File: config.mk
export PLATFORM = sky130hd
export DESIGN_NAME = systolic_west_feeder
export DESIGN_NICKNAME = d
export VERILOG_FILES = /design/src/rtl/systolic_pkg.sv /design/src/rtl/systolic_west_feeder_skew.sv /design/src/rtl/systolic_west_feeder.sv
export SDC_FILE = /design/constraint.sdc
export NUM_CORES = 1
export LEC_CHECK = 0
export CELL_PAD_IN_SITES_DETAIL_PLACEMENT = 1
export CELL_PAD_IN_SITES_GLOBAL_PLACEMENT = 1
export CORE_MARGIN = 3
export CORE_UTILIZATION = 35
export DETAILED_ROUTE_END_ITERATION = 16
export PLACE_DENSITY_LB_ADDON = 0.15
export RECOVER_POWER = 25
export SLEW_MARGIN = 20
export SYNTH_ARGS = -nofsm -noshare
export SYNTH_HDL_FRONTEND = slang
export SYNTH_HIERARCHICAL = 1
export SYNTH_SLANG_ARGS = --single-unit
File: constraint.sdc
create_clock -name clk_i -period 2.69 [get_ports clk_i]
set_clock_uncertainty 0.2 [all_clocks]
set_input_delay 0.4035 -clock clk_i [delete_from_list [all_inputs] [get_ports clk_i]]
set_output_delay 0.4035 -clock clk_i [all_outputs]
set_load 0.01 [all_outputs]
File: src/rtl/systolic_pkg.sv
// -----------------------------------------------------------------------------
// systolic_pkg
//   Shared types and constants for the systolic array front-end blocks.
//
//   feeder_state_e : west feeder frame state (IDLE / STREAM / DRAIN)
//   STALL_CNT_W    : width of the feeder starved-cycle counter
// -----------------------------------------------------------------------------
package systolic_pkg;

    typedef enum logic [1:0] {
        IDLE   = 2'd0,
        STREAM = 2'd1,
        DRAIN  = 2'd2
    } feeder_state_e;

    localparam int STALL_CNT_W = 16;

endpackage

File: src/rtl/systolic_west_feeder_skew.sv
// -----------------------------------------------------------------------------
// skew_delay_line
//   Fixed-depth shift register carrying one operand lane plus its slot-valid
//   bit. The output is the input delayed by DEPTH clock cycles.
//
//   Parameters : WIDTH  operand width
//                DEPTH  number of register stages (>= 1)
//   Ports      : i_clk  clock, rising edge
//                i_rst  synchronous active-high reset, clears every stage
//                i_data / i_vld  slot entering the line
//                o_data / o_vld  slot leaving the line DEPTH cycles later
// -----------------------------------------------------------------------------
module skew_delay_line #(
    parameter int WIDTH = 8,
    parameter int DEPTH = 1
) (
    input  logic             i_clk,
    input  logic             i_rst,
    input  logic [WIDTH-1:0] i_data,
    input  logic             i_vld,
    output logic [WIDTH-1:0] o_data,
    output logic             o_vld
);

    logic [DEPTH-1:0][WIDTH-1:0] r_data;
    logic [DEPTH-1:0]            r_vld;

    always_ff @(posedge i_clk) begin
        if (i_rst) begin
            r_data <= '0;
            r_vld  <= '0;
        end else begin
            r_data[0] <= i_data;
            r_vld[0]  <= i_vld;
            for (int k = 1; k < DEPTH; k++) begin
                r_data[k] <= r_data[k-1];
                r_vld[k]  <= r_vld[k-1];
            end
        end
    end

    assign o_data = r_data[DEPTH-1];
    assign o_vld  = r_vld[DEPTH-1];

endmodule

File: src/rtl/systolic_west_feeder.sv
// -----------------------------------------------------------------------------
// systolic_west_feeder
//   Input-skew stage in front of the systolic array west edge. Accepts one
//   ROW-wide operand vector per cycle, delays lane r by r extra cycles to form
//   the diagonal wavefront, frames each matrix as len_i vectors and drains the
//   skew pipeline (ROW cycles) before returning to IDLE.
//
//   Ports:
//     clk_i, rst_i     clock (rising) / synchronous active-high reset
//     start_i, len_i   frame start and vector count, sampled only in IDLE
//     in_valid_i       in_data_i holds a vector
//     in_ready_o       vector accepted this cycle when in_valid_i is high
//     in_data_i        [ROW-1:0][WIDTH-1:0], element r feeds lane r
//     west_o           [ROW-1:0][WIDTH-1:0], skewed operands to the array
//     west_vld_o       per-lane slot valid, skewed like west_o
//     busy_o           high in STREAM or DRAIN
//     done_o           one-cycle pulse once the frame has left lane ROW-1
//     stall_cnt_o      starved STREAM cycle counter
//
//   Handshake: a vector transfers in any cycle where in_valid_i and in_ready_o
//   are both high; in_ready_o does not depend on in_valid_i. The west side has
//   no back-pressure, so every cycle injects either the accepted vector or an
//   all-zero bubble with valid=0.
//
//   Optional build macro FEEDER_STALL_CNT_EN: when defined, stall_cnt_o counts
//   STREAM cycles with in_valid_i low (saturating, cleared by an accepted
//   start). When undefined, stall_cnt_o is tied to zero.
// -----------------------------------------------------------------------------
module systolic_west_feeder
    import systolic_pkg::*;
#(
    parameter int WIDTH = 8,
    parameter int ROW   = 4,
    parameter int LEN_W = 8
) (
    input  logic                        clk_i,
    input  logic                        rst_i,
    input  logic                        start_i,
    input  logic [LEN_W-1:0]            len_i,
    input  logic                        in_valid_i,
    output logic                        in_ready_o,
    input  logic [ROW-1:0][WIDTH-1:0]   in_data_i,
    output logic [ROW-1:0][WIDTH-1:0]   west_o,
    output logic [ROW-1:0]              west_vld_o,
    output logic                        busy_o,
    output logic                        done_o,
    output logic [STALL_CNT_W-1:0]      stall_cnt_o
);

    localparam int                 DRAIN_W    = (ROW > 1) ? $clog2(ROW) : 1;
    localparam logic [DRAIN_W-1:0] DRAIN_LAST = DRAIN_W'(ROW - 1);

    feeder_state_e      r_state;
    feeder_state_e      w_state_nxt;
    logic [LEN_W-1:0]   r_len;
    logic [LEN_W-1:0]   r_cnt;
    logic [DRAIN_W-1:0] r_drain_cnt;
    logic               r_done;

    logic w_fire;
    logic w_start_ok;
    logic w_last_vec;
    logic w_drain_end;

    assign w_fire      = in_valid_i & in_ready_o;
    assign w_start_ok  = (r_state == IDLE) & start_i & (len_i != '0);
    // r_cnt only reaches r_len-1 before the last handshake, so it never wraps
    // even for the largest len.
    assign w_last_vec  = (r_cnt == (r_len - LEN_W'(1)));
    assign w_drain_end = (r_state == DRAIN) & (r_drain_cnt == DRAIN_LAST);

    // ---------------- FSM ----------------
    always_ff @(posedge clk_i) begin
        if (rst_i) begin
            r_state <= IDLE;
        end else begin
            r_state <= w_state_nxt;
        end
    end

    always_comb begin
        w_state_nxt = r_state;
        in_ready_o  = 1'b0;
        busy_o      = 1'b1;
        case (r_state)
            IDLE: begin
                busy_o = 1'b0;
                if (w_start_ok) begin
                    w_state_nxt = STREAM;
                end
            end
            STREAM: begin
                in_ready_o = 1'b1;
                if (in_valid_i && w_last_vec) begin
                    w_state_nxt = DRAIN;
                end
            end
            DRAIN: begin
                if (w_drain_end) begin
                    w_state_nxt = IDLE;
                end
            end
            default: begin
                w_state_nxt = IDLE;
                busy_o      = 1'b0;
            end
        endcase
    end

    // ---------------- frame counters ----------------
    always_ff @(posedge clk_i) begin
        if (rst_i) begin
            r_len       <= '0;
            r_cnt       <= '0;
            r_drain_cnt <= '0;
            r_done      <= 1'b0;
        end else begin
            // done is registered so it lands in the first IDLE cycle, which
            // lets a start in the same cycle be taken immediately.
            r_done <= w_drain_end;
            if (w_start_ok) begin
                r_len <= len_i;
                r_cnt <= '0;
            end else if (w_fire) begin
                r_cnt <= r_cnt + LEN_W'(1);
            end
            if (r_state == DRAIN) begin
                r_drain_cnt <= r_drain_cnt + DRAIN_W'(1);
            end else begin
                r_drain_cnt <= '0;
            end
        end
    end

    assign done_o = r_done;

    // ---------------- starved-cycle counter ----------------
`ifdef FEEDER_STALL_CNT_EN
    logic [STALL_CNT_W-1:0] r_stall_cnt;

    always_ff @(posedge clk_i) begin
        if (rst_i) begin
            r_stall_cnt <= '0;
        end else if (w_start_ok) begin
            r_stall_cnt <= '0;
        end else if ((r_state == STREAM) && !in_valid_i && (r_stall_cnt != '1)) begin
            r_stall_cnt <= r_stall_cnt + STALL_CNT_W'(1);
        end
    end

    assign stall_cnt_o = r_stall_cnt;
`else
    assign stall_cnt_o = '0;
`endif

    // ---------------- per-lane skew ----------------
    // Lane r is delayed r+1 cycles; bubbles carry zero data so the array
    // sees clean zeros between vectors.
    for (genvar r = 0; r < ROW; r++) begin : g_lane
        logic [WIDTH-1:0] w_slot;
        assign w_slot = w_fire ? in_data_i[r] : '0;

        skew_delay_line #(
            .WIDTH (WIDTH),
            .DEPTH (r + 1)
        ) u_delay (
            .i_clk  (clk_i),
            .i_rst  (rst_i),
            .i_data (w_slot),
            .i_vld  (w_fire),
            .o_data (west_o[r]),
            .o_vld  (west_vld_o[r])
        );
    end

endmodule
After elaboration in Yosys (flattened, before gate mapping):

Cells that the tools add are included.

* add/sub/neg operators: 3
* multiply operators: 0
* div/mod/pow operators: 0
* $lt $le $gt $ge: 0
* equal/unequal tests: 7
* shift-type cells: 0
* multiplexer cells: 6
* bitwise logic cells: 6
* reduce and logical (&&, ||, !) cells: 8

Operators with widths (number)
* adder 8 x 1 -> 8 bit (second input constant): 1
* equality test 8 bit: 1
* nonzero test 8 bit: 1
* OR reduction 2 bit: 4
* subtractor 8 x 1 -> 8 bit (second input constant): 1
* 2-to-1 mux 2 bit: 3
* inequality test 2 bit (second input constant): 3
* one-hot mux 2 bit (3 select lines): 1
* bitwise AND 1 bit: 4
* equality test 2 bit (second input constant): 2
* AND reduction 3 bit: 1
* adder 2 x 1 -> 2 bit (second input constant): 1
* equality test 2 x 1 -> 1 bit (second input constant): 1
* logical NOT 2 bit: 1
* 2-to-1 mux 1 bit: 2
* inverter 1 bit: 2
* logical AND 1 bit: 1

* flip-flop bits (word level): 111
* bits in latches: 0
* RAM bits: 0
* memory bits (read-only): 0
* input port bits: 44
* output and inout bits: 55
* memories: 0

Depth between registers and ports, before layout:

Gate-level depths: netlist (run 1).

* depth in word-level cells: 5
* depth in mapped cells: 9
* gate-level depth less buffers: 9

Modules after synthesis:

The synthesis (run 1) kept the hierarchy.

Modules (own cells, without submodules)
* systolic_west_feeder: instances 1, cells an instance 188, area an instance 1559.0 um^2, sequential area each 420.4 um^2
* skew_delay_line (g_lane[3].u_delay): instances 1, cells an instance 83, area an instance 1054.8 um^2, sequential area each 720.7 um^2
* skew_delay_line (g_lane[2].u_delay): instances 1, cells an instance 64, area an instance 809.5 um^2, sequential area each 540.5 um^2
* skew_delay_line (g_lane[1].u_delay): instances 1, cells an instance 45, area an instance 549.3 um^2, sequential area each 360.3 um^2
* skew_delay_line (g_lane[0].u_delay): instances 1, cells an instance 18, area an instance 236.5 um^2, sequential area each 180.2 um^2

Worst setup path after synthesis (run 1):

Ideal clock, no wire load.

* path type: flip-flop to flip-flop
* from: register r_len[0]
* to: register r_state[1]
* setup time: 58 ps
* data arrival time: 1803 ps
* required time: 2432 ps
* setup slack: 629 ps
* cell stages (with the launch flop): 9
* path buffers: 0
* path through: dfxtp_1 > inv_1 > ha_1 > nor3b_2 > xnor2_1 > nor4_1 > nand2_1 > a2111oi_1 > o21a_1

* cells in the longest elaborated chain, start to end: 5

Ends and longest elaborated chain
* from (decl): line systolic_west_feeder.sv:55 `logic [LEN_W-1:0] r_len;`
* from (signal assigned): line systolic_west_feeder.sv:122 `r_len <= len_i;`
* subtractor 8 x 1 -> 8 bit: line systolic_west_feeder.sv:69 `assign w_last_vec = (r_cnt == (r_len - LEN_W'(1)));`
* equality test 8 bit: line systolic_west_feeder.sv:69
* logical AND 1 bit: line systolic_west_feeder.sv:94 `if (in_valid_i && w_last_vec) begin`
* inequality test 2 bit (no source line)
* AND reduction 3 bit (no source line)
* to (signal assigned): line systolic_west_feeder.sv:77 `r_state <= w_state_nxt;`
* to (decl): line systolic_west_feeder.sv:53 `feeder_state_e r_state;`

Every way passes these cells.
A chain may end at the register's enable or synchronous reset.

Final worst setup path (run 1):

Ends and elaborated chain as after synthesis.

==> results of run 1 <==
[power by group]
group          internal, mW  total, mW  switching, mW
Combinational         0.289      0.564          0.275
Clock                 0.749       1.36          0.613
Sequential             1.72       1.76         0.0415
[cells by family after synthesis]
| kind of cell | Yosys count | synth area share |
|---|---|---|
| mux | 7 | 0.0166 |
| other cells | 1 | 0.000891 |
| fa+ha+maj | 6 | 0.0178 |
| simple gates | 179 | 0.263 |
| buf+inv | 62 | 0.101 |
| flops | 111 | 0.528 |
| compound gates | 13 | 0.0262 |
| xor+xnor | 19 | 0.0464 |
[Yosys cell counts (2+ instances only)]
cell	n
and3b_1	2
and3_1	35
nand2b_1	3
nor2b_1	72
and2b_2	13
ha_1	6
nor2_1	21
mux2i_1	7
nand3_1	4
inv_1	5
nand2_1	9
a32oi_1	2
dfxtp_1	111
and2b_1	7
nor4_1	3
nor3b_1	2
xor2_1	5
clkbuf_1	10
buf_6	5
xnor2_1	11
buf_4	41
[metal layers]
metal / track usage / part of all wire / wire (um) / up-vias
met5: 0 / 0 / 0 / -
met3: 0.0339 / 0.041 / 329 / 11
met1: 0.138 / 0.43 / 3400 / 1240
met2: 0.221 / 0.52 / 4110 / 60
met4: 0.0510 / 0.016 / 124 / 0
li1: - / - / - / 1334
[flip-flops by register name, indices dropped and copies added, names as in the netlist]
name,cells
done_o,1
g_lane.u_delay/o_data,32
g_lane.u_delay/o_vld,1
g_lane.u_delay/r_data,48
g_lane.u_delay/r_vld,9
r_cnt,8
r_drain_cnt,2
r_len,8
r_state,2
[how the worst max path moves through the flow]
stage                   from    endpoint  slack [ns]  cells after the start
floorplan           r_len[0]  r_state[1]        0.63                      8
global placement    len_i[4]  r_state[0]        0.35                      7
detailed placement  len_i[5]  r_state[0]        0.23                      7
CTS                 r_len[0]  r_state[1]        0.33                      8
global route        r_len[0]  r_state[1]        0.15                      8
finish              r_len[0]  r_state[1]        0.34                      8
[worst reg2reg max path, cell delays in order, from the launching register on]
cell	delay, ns
dfxtp_1	0.43
inv_1	0.07
ha_1	0.26
nor3b_2	0.18
xnor2_1	0.13
nor4_1	0.39
nand2_1	0.11
a2111oi_1	0.37
o21a_1	0.15
[placed cells by master (no fill, tap or decap), types with 2 or more instances in the layout]
master,instances
and3b_1,2
clkbuf_16,9
nor2_1,21
nor2b_1,72
nor4_1,3
dfxtp_1,111
and2b_1,7
clkbuf_1,3
and2b_2,13
clkdlybuf4s50_1,81
xnor2_1,11
and3_1,35
xor2_1,5
ha_1,6
nand2b_1,3
inv_8,2
conb_1,16
mux2i_1,7
nand2_1,9
buf_4,3
nor3b_1,2
a32oi_1,2
inv_1,5
nand3_1,4
[final cells by class]
class                           count  area, sq um  area share
Clock buffer                       10          229      0.0440
Clock inverter                      6         86.3      0.0166
Multi-Input combinational cell    240         1620       0.311
Inverter                            6         22.5     0.00433
Tap cell                          143          179      0.0344
Sequential cell                   111         2220       0.427
Timing Repair Buffer               87          846       0.163
==> results.cfg, run 1 <==
[run_status]
status = finished clean

[logic_synthesis]
yosysWarnings = 6
synth_edf_count = 0
synth.cell_area_sq_um = 4210
syn_area_per_cell_sq_um = 10.6
ys.flop_type = dfxtp_1
ys_async_sr_fraction = 0
synthTopCellsByArea = dfxtp_1 (53%), nor2b_1 (11%), buf_4 (7.3%)
synthCells = 398
synthDistinctLibCells = 45
synth_top_area_frac = 0.528
yosysSeqAreaShare = 0.528
ys_ff_latch = 111
synth_area_leader_cell = dfxtp_1

[hold_path]
whs_endpoint = r_drain_cnt[0]
min_path_type = flop to flop
hp-start = r_drain_cnt[0]
min_path_cells = 1

[die]
dieWidth_um = 116
io_pins = 99
core_area_sq_um = 11600
die_area_sq_um = 13400
rows = 39
die_y_um = 116
initial_core_util = 0.364

[worst_setup_path]
critPathBufInv = 1
worstSetupStartpointType = flop
path_max_fanout = 6
timing.rr.start = r_len[0]
end_kind = flop
timing.rr.end = r_state[1]
crit_path_max_incr_delay_ns = 0.43
required_ns = 2.77
cp_slowest_cell = dfxtp_1
rr_worst_depth = 8
worstPathArrival_ns = 2.43
critical_path_class = flop to flop
worstPathCellList = inv_1, ha_1, nor3b_2, xnor2_1, nor4_1, nand2_1, a2111oi_1, o21a_1
timing.critical_path.max_delay_family = simple AND/OR/NAND/NOR gates
rrSetupSlack_ns = 0.34

[placement]
placed_area_sq_um = 4910
port_buffers = 82
placed_cells = 587
place.gp.congestion = 0.795
hpwlAfterDp_um = 5870
place_ws_ns = 0.231

[global_routing]
antenna_found_initial = 0
grt-ovfl-total = 0
grt_pass1_wl_um = 12800
grt_usage = 0.123
grt_pass1_vias = 2715
grt_max_degree = 57

[cts]
ctsHoldBuffers = 0
cts_setup_buffers = 0
clockBufferDepth = 2
cts.clk_slew.worst_paths_ns = 0.07
insertion_delay_ns = 0.34
htree_levels = 3
cts_resized = 0
cts-buffers-inserted = 9
cts_sinks = 111
cts_root_buffer = clkbuf_16
cts_tree = done

[sta]
final.setup.worst_slack_ns = 0.341
hold_viol = 0
worst_pin_slew_ns = 1.11
fin_crit_sh = 0.873
fin_crit_ns = 2.35
slew-limit-headroom = 0.263
rsz0062_at_grt = false
fin_hold_ws_ns = 0.232
tns_ns = 0
setup_viol = 0
fmaxAchievable_mhz = 426
maxSlewViolCount = 0

[drt]
drt-pass1-iter-count = 4
vias = 2645
routed_wl_um = 7960
antenna_left = 0
drt-wirelength-per-cell_um = 13.2
drc = 0
drt_first_iter_violations = 70
routed_via_density = 4.39

[pwr]
p_leak_nw = 2.20
powerDensity_nw_per_um2 = 708
ir_worst_vdd_v = 0.000306
total_power_mw = 3.68

[finish]
nets = 505
num_antenna_cells = 0
drive_above_1_share = 0.0891
area_delta_synth_final_pct = 23.6
final_cell_area_sq_um = 5200
instances_no_fill = 603
n_fill_cell = 1307
fin_util = 0.450

[run]
max_cap_violations = 0
Power figures use the tool's default switching activity.
==> inputs of run 2 (changes only) <==
- ABC_AREA: unset -> 1
==> run 2 against run 1 <==
- register-to-register slack better by 0.41 ns
- core utilization decreased by 1.0 points
- worst setup slack better by 0.17 ns
- maximum frequency increased by 7.7%
- total power down 2.4%
- synthesized area grew 3.3%
- via count rose by 19%
- non-clock buffer count down 1
- sequential share of layout area is 0.81 points lower
- the run now ends with capacitance limit, slew limit left
==> results.cfg, run 2 <==
[placement]
hpwlAfterDp_um = 6140
port_buffers = 82
place.gp.congestion = 0.777
placed_area_sq_um = 5010

[die]
die_area_sq_um = 13800
rows = 40
initial_core_util = 0.361
dieWidth_um = 117
die_y_um = 117
io_pins = 99
core_area_sq_um = 12100

[logic_synthesis]
synth_top_area_frac = 0.511
yosysWarnings = 6
synth_area_leader_cell = dfxtp_1
syn_area_per_cell_sq_um = 7.72
synthAdderAreaFrac = 0.0173
synth_compound_gate_area_share = 0.0270
synth_commonest_cells = inv_1 (150), nor2_1 (144), dfxtp_1 (111), buf_4 (40), nand2_1 (39)
synth_top_family_by_area = buffers and inverters
yosys.area_share.simple = 0.198
ys_ff_latch = 111
synth.most_common_cell = inv_1
synthCells = 563
synth_xor_area_frac = 0.0121
synth.cell_area_sq_um = 4350
ys_async_sr_fraction = 0
synthDistinctLibCells = 24
muxShareOfSynthArea = 0
ys.flop_type = dfxtp_1
synth_edf_count = 0
synthTopCellsByArea = dfxtp_1 (51%), inv_1 (13%), nor2_1 (12%)
yosysSeqAreaShare = 0.511

[cts]
ctsHoldBuffers = 0
clockBufferDepth = 2
insertion_delay_ns = 0.34
cts_tree = done
cts_sinks = 111
cts_root_buffer = clkbuf_16
cts_resized = 0
cts_setup_buffers = 0
cts-buffers-inserted = 9
cts.clk_slew.worst_paths_ns = 0.07
htree_levels = 3

[finish]
nets = 669
final_common_cell = inv_1
drive_above_1_share = 0.0449
final_cell_area_sq_um = 5300
layout_common_cells = inv_1 (150), nor2_1 (144), dfxtp_1 (111), clkdlybuf4s50_1 (81), nand2_1 (39)
num_antenna_cells = 0
largest-register = g_lane.u_delay/r_data
n_fill_cell = 1502
area_delta_synth_final_pct = 22.0
largest_reg_flops = 48

[sta]
fin_crit_ns = 2.18
fmaxAchievable_mhz = 459
setup_viol = 0
hold_viol = 0
rsz0062_at_grt = false
worst_pin_slew_ns = 1.69
slew-limit-headroom = -0.125
fin_crit_sh = 0.810
maxSlewViolCount = 89
tns_ns = 0

[run]
max_cap_violations = 1

[global_routing]
grt_pass1_vias = 3108
grt-ovfl-total = 0
grt_max_degree = 89
grt_pass1_wl_um = 13700
grt_usage = 0.122
antenna_found_initial = 0

[run_status]
failed_checks = capacitance limit, slew limit
status = finished, violations left

[hold_path]
min_path_type = input pin to flop

[drt]
routed_via_density = 3.98
antenna_left = 0
drt-wirelength-per-cell_um = 10.3
drc = 0
drt-pass1-iter-count = 4
drt_first_iter_violations = 122
routed_wl_um = 8170
vias = 3153

[pwr]
powerDensity_nw_per_um2 = 678
ir_worst_vdd_v = 0.000266
p_leak_nw = 2.28

[worst_setup_path]
worstPathArrival_ns = 1.58
path_max_fanout = 3
required_ns = 2.09
critical_path_class = flop to primary output
end_kind = primary output
worstSetupStartpointType = flop
run 2: cell type report:
type | count | area [sq um] | share of cell area
sequential | 111 | 2220 | 0.419
multi-input combinational | 261 | 1160 | 0.220
timing repair buffer | 86 | 842 | 0.159
inverter | 150 | 563 | 0.106
clock buffer | 12 | 246 | 0.0465
tap | 168 | 210 | 0.0396
clock inverter | 4 | 55.1 | 0.0104
run 2: stage by stage:
step | power, mW | utilization | hold slack [ns] | worst slack, ns | cells
global route | 3.80 | 0.440 | 0.170 | 0.250 | 792
finish | 3.60 | 0.440 | 0.168 | 0.510 | 792
CTS | 3.66 | 0.440 | 0.0554 | 0.483 | 792
detailed placement | 2.31 | 0.415 | 0.197 | 0.464 | 776
floorplan | 2.15 | - | 0.188 | 0.960 | 578
global placement | 2.29 | 0.415 | 0.189 | 0.563 | 776
run 2: kinds of logic (layout without fill, tap and decap cells):
kind of cell    count (synthesis)  count (layout)
fa+ha+maj                       6               6
buf+inv                       206             252
flops                         111             111
xor+xnor                        6               6
other cells                     1              16
simple gates                  211             211
compound gates                 22              22
run 2: final timing paths:
kind                                 endpoint  depth (start not counted)  slack [ns]                        start
setup / recovery                       busy_o                          3        0.51                   r_state[0]
hold / removal    g_lane[0].u_delay/o_data[3]                          2        0.17                        rst_i
setup reg to reg                   r_state[0]                         14        0.75                     r_len[0]
hold reg to reg   g_lane[1].u_delay/o_data[4]                          2        0.20  g_lane[1].u_delay/r_data[4]
run 2: per-layer routing:
metal	part of all wire	wire, um	global-route usage	up-vias
met2	0.50	4130	0.216	59
li1	-	-	-	1639
met4	0.021	170	0.0593	0
met3	0.047	381	0.0312	12
met1	0.43	3490	0.136	1443
met5	0	0	0	-
run 2: report_power, final:
part / internal, mW / switching, mW / total [mW]
Clock: 0.752 / 0.582 / 1.33
Sequential: 1.72 / 0.0323 / 1.75
Combinational: 0.217 / 0.297 / 0.514
Total: 2.68 / 0.911 / 3.60
run 2: critical path, stage by stage, from the launching register on:
cell             delay (ns)
dfxtp_1                0.36
inv_1                  0.07
ha_1                   0.27
clkdlybuf4s50_1        0.53
==> inputs of run 3 (changes only) <==
- CORE_UTILIZATION: 35 -> 33
- clock period: 2.69 -> 1.8 ns (I/O delays scaled with it)
==> run 3 against run 2 <==
- the flow now finishes without violations
- via count is 1.8% higher
- combinational power is 67% higher
- non-clock buffer count increased by 18
- clock power grew 49%
- critical path type is now flop to flop
- critical endpoint is now r_state[0]
- largest cell class unchanged
- largest power group unchanged
==> results.cfg, run 3 (synthesis results as in run 2) <==
[drt]
vias = 3210
wl_met3_um = 536
met2_length_um = 4160
m1WireLength_um = 3500
drt_first_iter_violations = 133
routed_wl_um = 8340
routed_via_density = 3.94
drt-wirelength-per-cell_um = 10.2
maxUsedRoutingLayer = met4
drt-pass1-iter-count = 4
drc = 0
antenna_left = 0

[placement]
hpwlAfterDp_um = 6100
placed_cells = 794
port_buffers = 82
placed_area_sq_um = 5130
place.gp.congestion = 0.782

[worst_setup_path]
worstPathArrival_ns = 1.85
worstSetupStartpointType = flop
required_ns = 1.85
path_max_fanout = 2
critical_path_class = flop to flop
end_kind = flop

[sta]
worst_pin_slew_ns = 0.588
setup_viol = 0
fin_crit_sh = 0.998
slew-limit-headroom = 0.608
tns_ns = 0
fin_crit_ns = 1.80
fmaxAchievable_mhz = 557
hold_viol = 0
rsz0062_at_grt = true
fin_hold_ws_ns = 0.201
maxSlewViolCount = 0

[die]
io_pins = 99
die_y_um = 121
die_area_sq_um = 14600
dieWidth_um = 121
core_area_sq_um = 12800
rows = 41
initial_core_util = 0.340

[global_routing]
grt_pass1_vias = 3097
grt_max_degree = 81
grt_usage = 0.120
antenna_found_initial = 0
grt-ovfl-total = 0
grt_pass1_wl_um = 13800

[run]
max_cap_violations = 0

[finish]
final_cell_area_sq_um = 5500
area_delta_synth_final_pct = 26.6
layout_common_cells = inv_1 (145), nor2_1 (142), dfxtp_1 (107), clkdlybuf4s50_1 (79), nand2_1 (37)
nets = 687
num_antenna_cells = 0
largest-register = g_lane.u_delay/r_data
final_common_cell = inv_1
largest_reg_flops = 48
drive_above_1_share = 0.107
instances_no_fill = 814

[pwr]
switching_share = 0.268
clock_power_share = 0.364
p_switching_mw = 1.46
comb_power_share = 0.157
internal-power_mw = 3.99
seq_power_share = 0.479
p_leak_nw = 2.39
ir_worst_vdd_v = 0.000470
powerDensity_nw_per_um2 = 991
total_power_mw = 5.45

[cts]
cts.clk_slew.worst_paths_ns = 0.07
insertion_delay_ns = 0.35
clockBufferDepth = 2
cts_root_buffer = clkbuf_16
cts_tree = done
cts_sinks = 111
cts-buffers-inserted = 9
htree_levels = 3

[run_status]
status = finished clean

[hold_path]
min_path_type = flop to flop
## run 3: path summary, 6_finish.rpt
path                                                  start                           to  slack (ns)  depth (start not counted)
worst max-delay path                               r_len[0]                   r_state[0]       0.003                         13
worst min-delay path            g_lane[1].u_delay/r_data[3]  g_lane[1].u_delay/o_data[3]        0.20                          2
worst max register to register                     r_len[0]                   r_state[0]       0.003                         13
worst min register to register  g_lane[1].u_delay/r_data[3]  g_lane[1].u_delay/o_data[3]        0.20                          2
## run 3: critical path: stages (launching register included)
cell,delay [ns]
dfxtp_2,0.34
inv_2,0.05
ha_4,0.27
nor2_2,0.04
nor2_2,0.11
nand3_1,0.08
nor2_1,0.12
nand3_1,0.08
nor2_1,0.09
nand3_1,0.10
nand2_1,0.09
nand2_1,0.05
nand2_1,0.05
nor2_1,0.04
## run 3: timing repair
action,4_1_cts,5_1_grt
gates resized for setup,13,16
endpoints found under the setup margin,6,14
hold buffers,1,0
pin swaps,6,9
hold endpoints to repair,10,0
buffers inserted,2,1
## run 3: layer usage
metal,up-vias,track usage
met2,55,0.210
met5,-,0
met1,1467,0.128
met3,12,0.0519
met4,0,0.0467
li1,1676,-
## run 3: power by group through the flow
stage                     clock, mW  combinational [mW]  sequential (mW)
after floorplan                   0               0.544             2.66
after global placement            0               0.823             2.67
after detailed placement          0               0.840             2.67
after CTS                      2.09               0.864             2.61
after global routing           2.18               0.984             2.63
final                          1.98               0.858             2.61
## run 3: metrics by stage
stage	utilization	setup WS, ns
3_3_place_gp	0.402	-0.132
5_1_grt	0.431	-0.152
6_report	0.431	0.00347
4_1_cts	0.429	-0.0153
2_1_floorplan	-	0.0702
3_5_place_dp	0.402	-0.229
## run 3: layout make-up
class / instances / area, sq um
Tap cell: 172 / 215
Timing Repair Buffer: 104 / 983
Clock inverter: 5 / 46.3
Inverter: 150 / 567
Multi-Input combinational cell: 261 / 1210
Clock buffer: 11 / 253
Fill cell: 1540 / 7270
Sequential cell: 111 / 2230
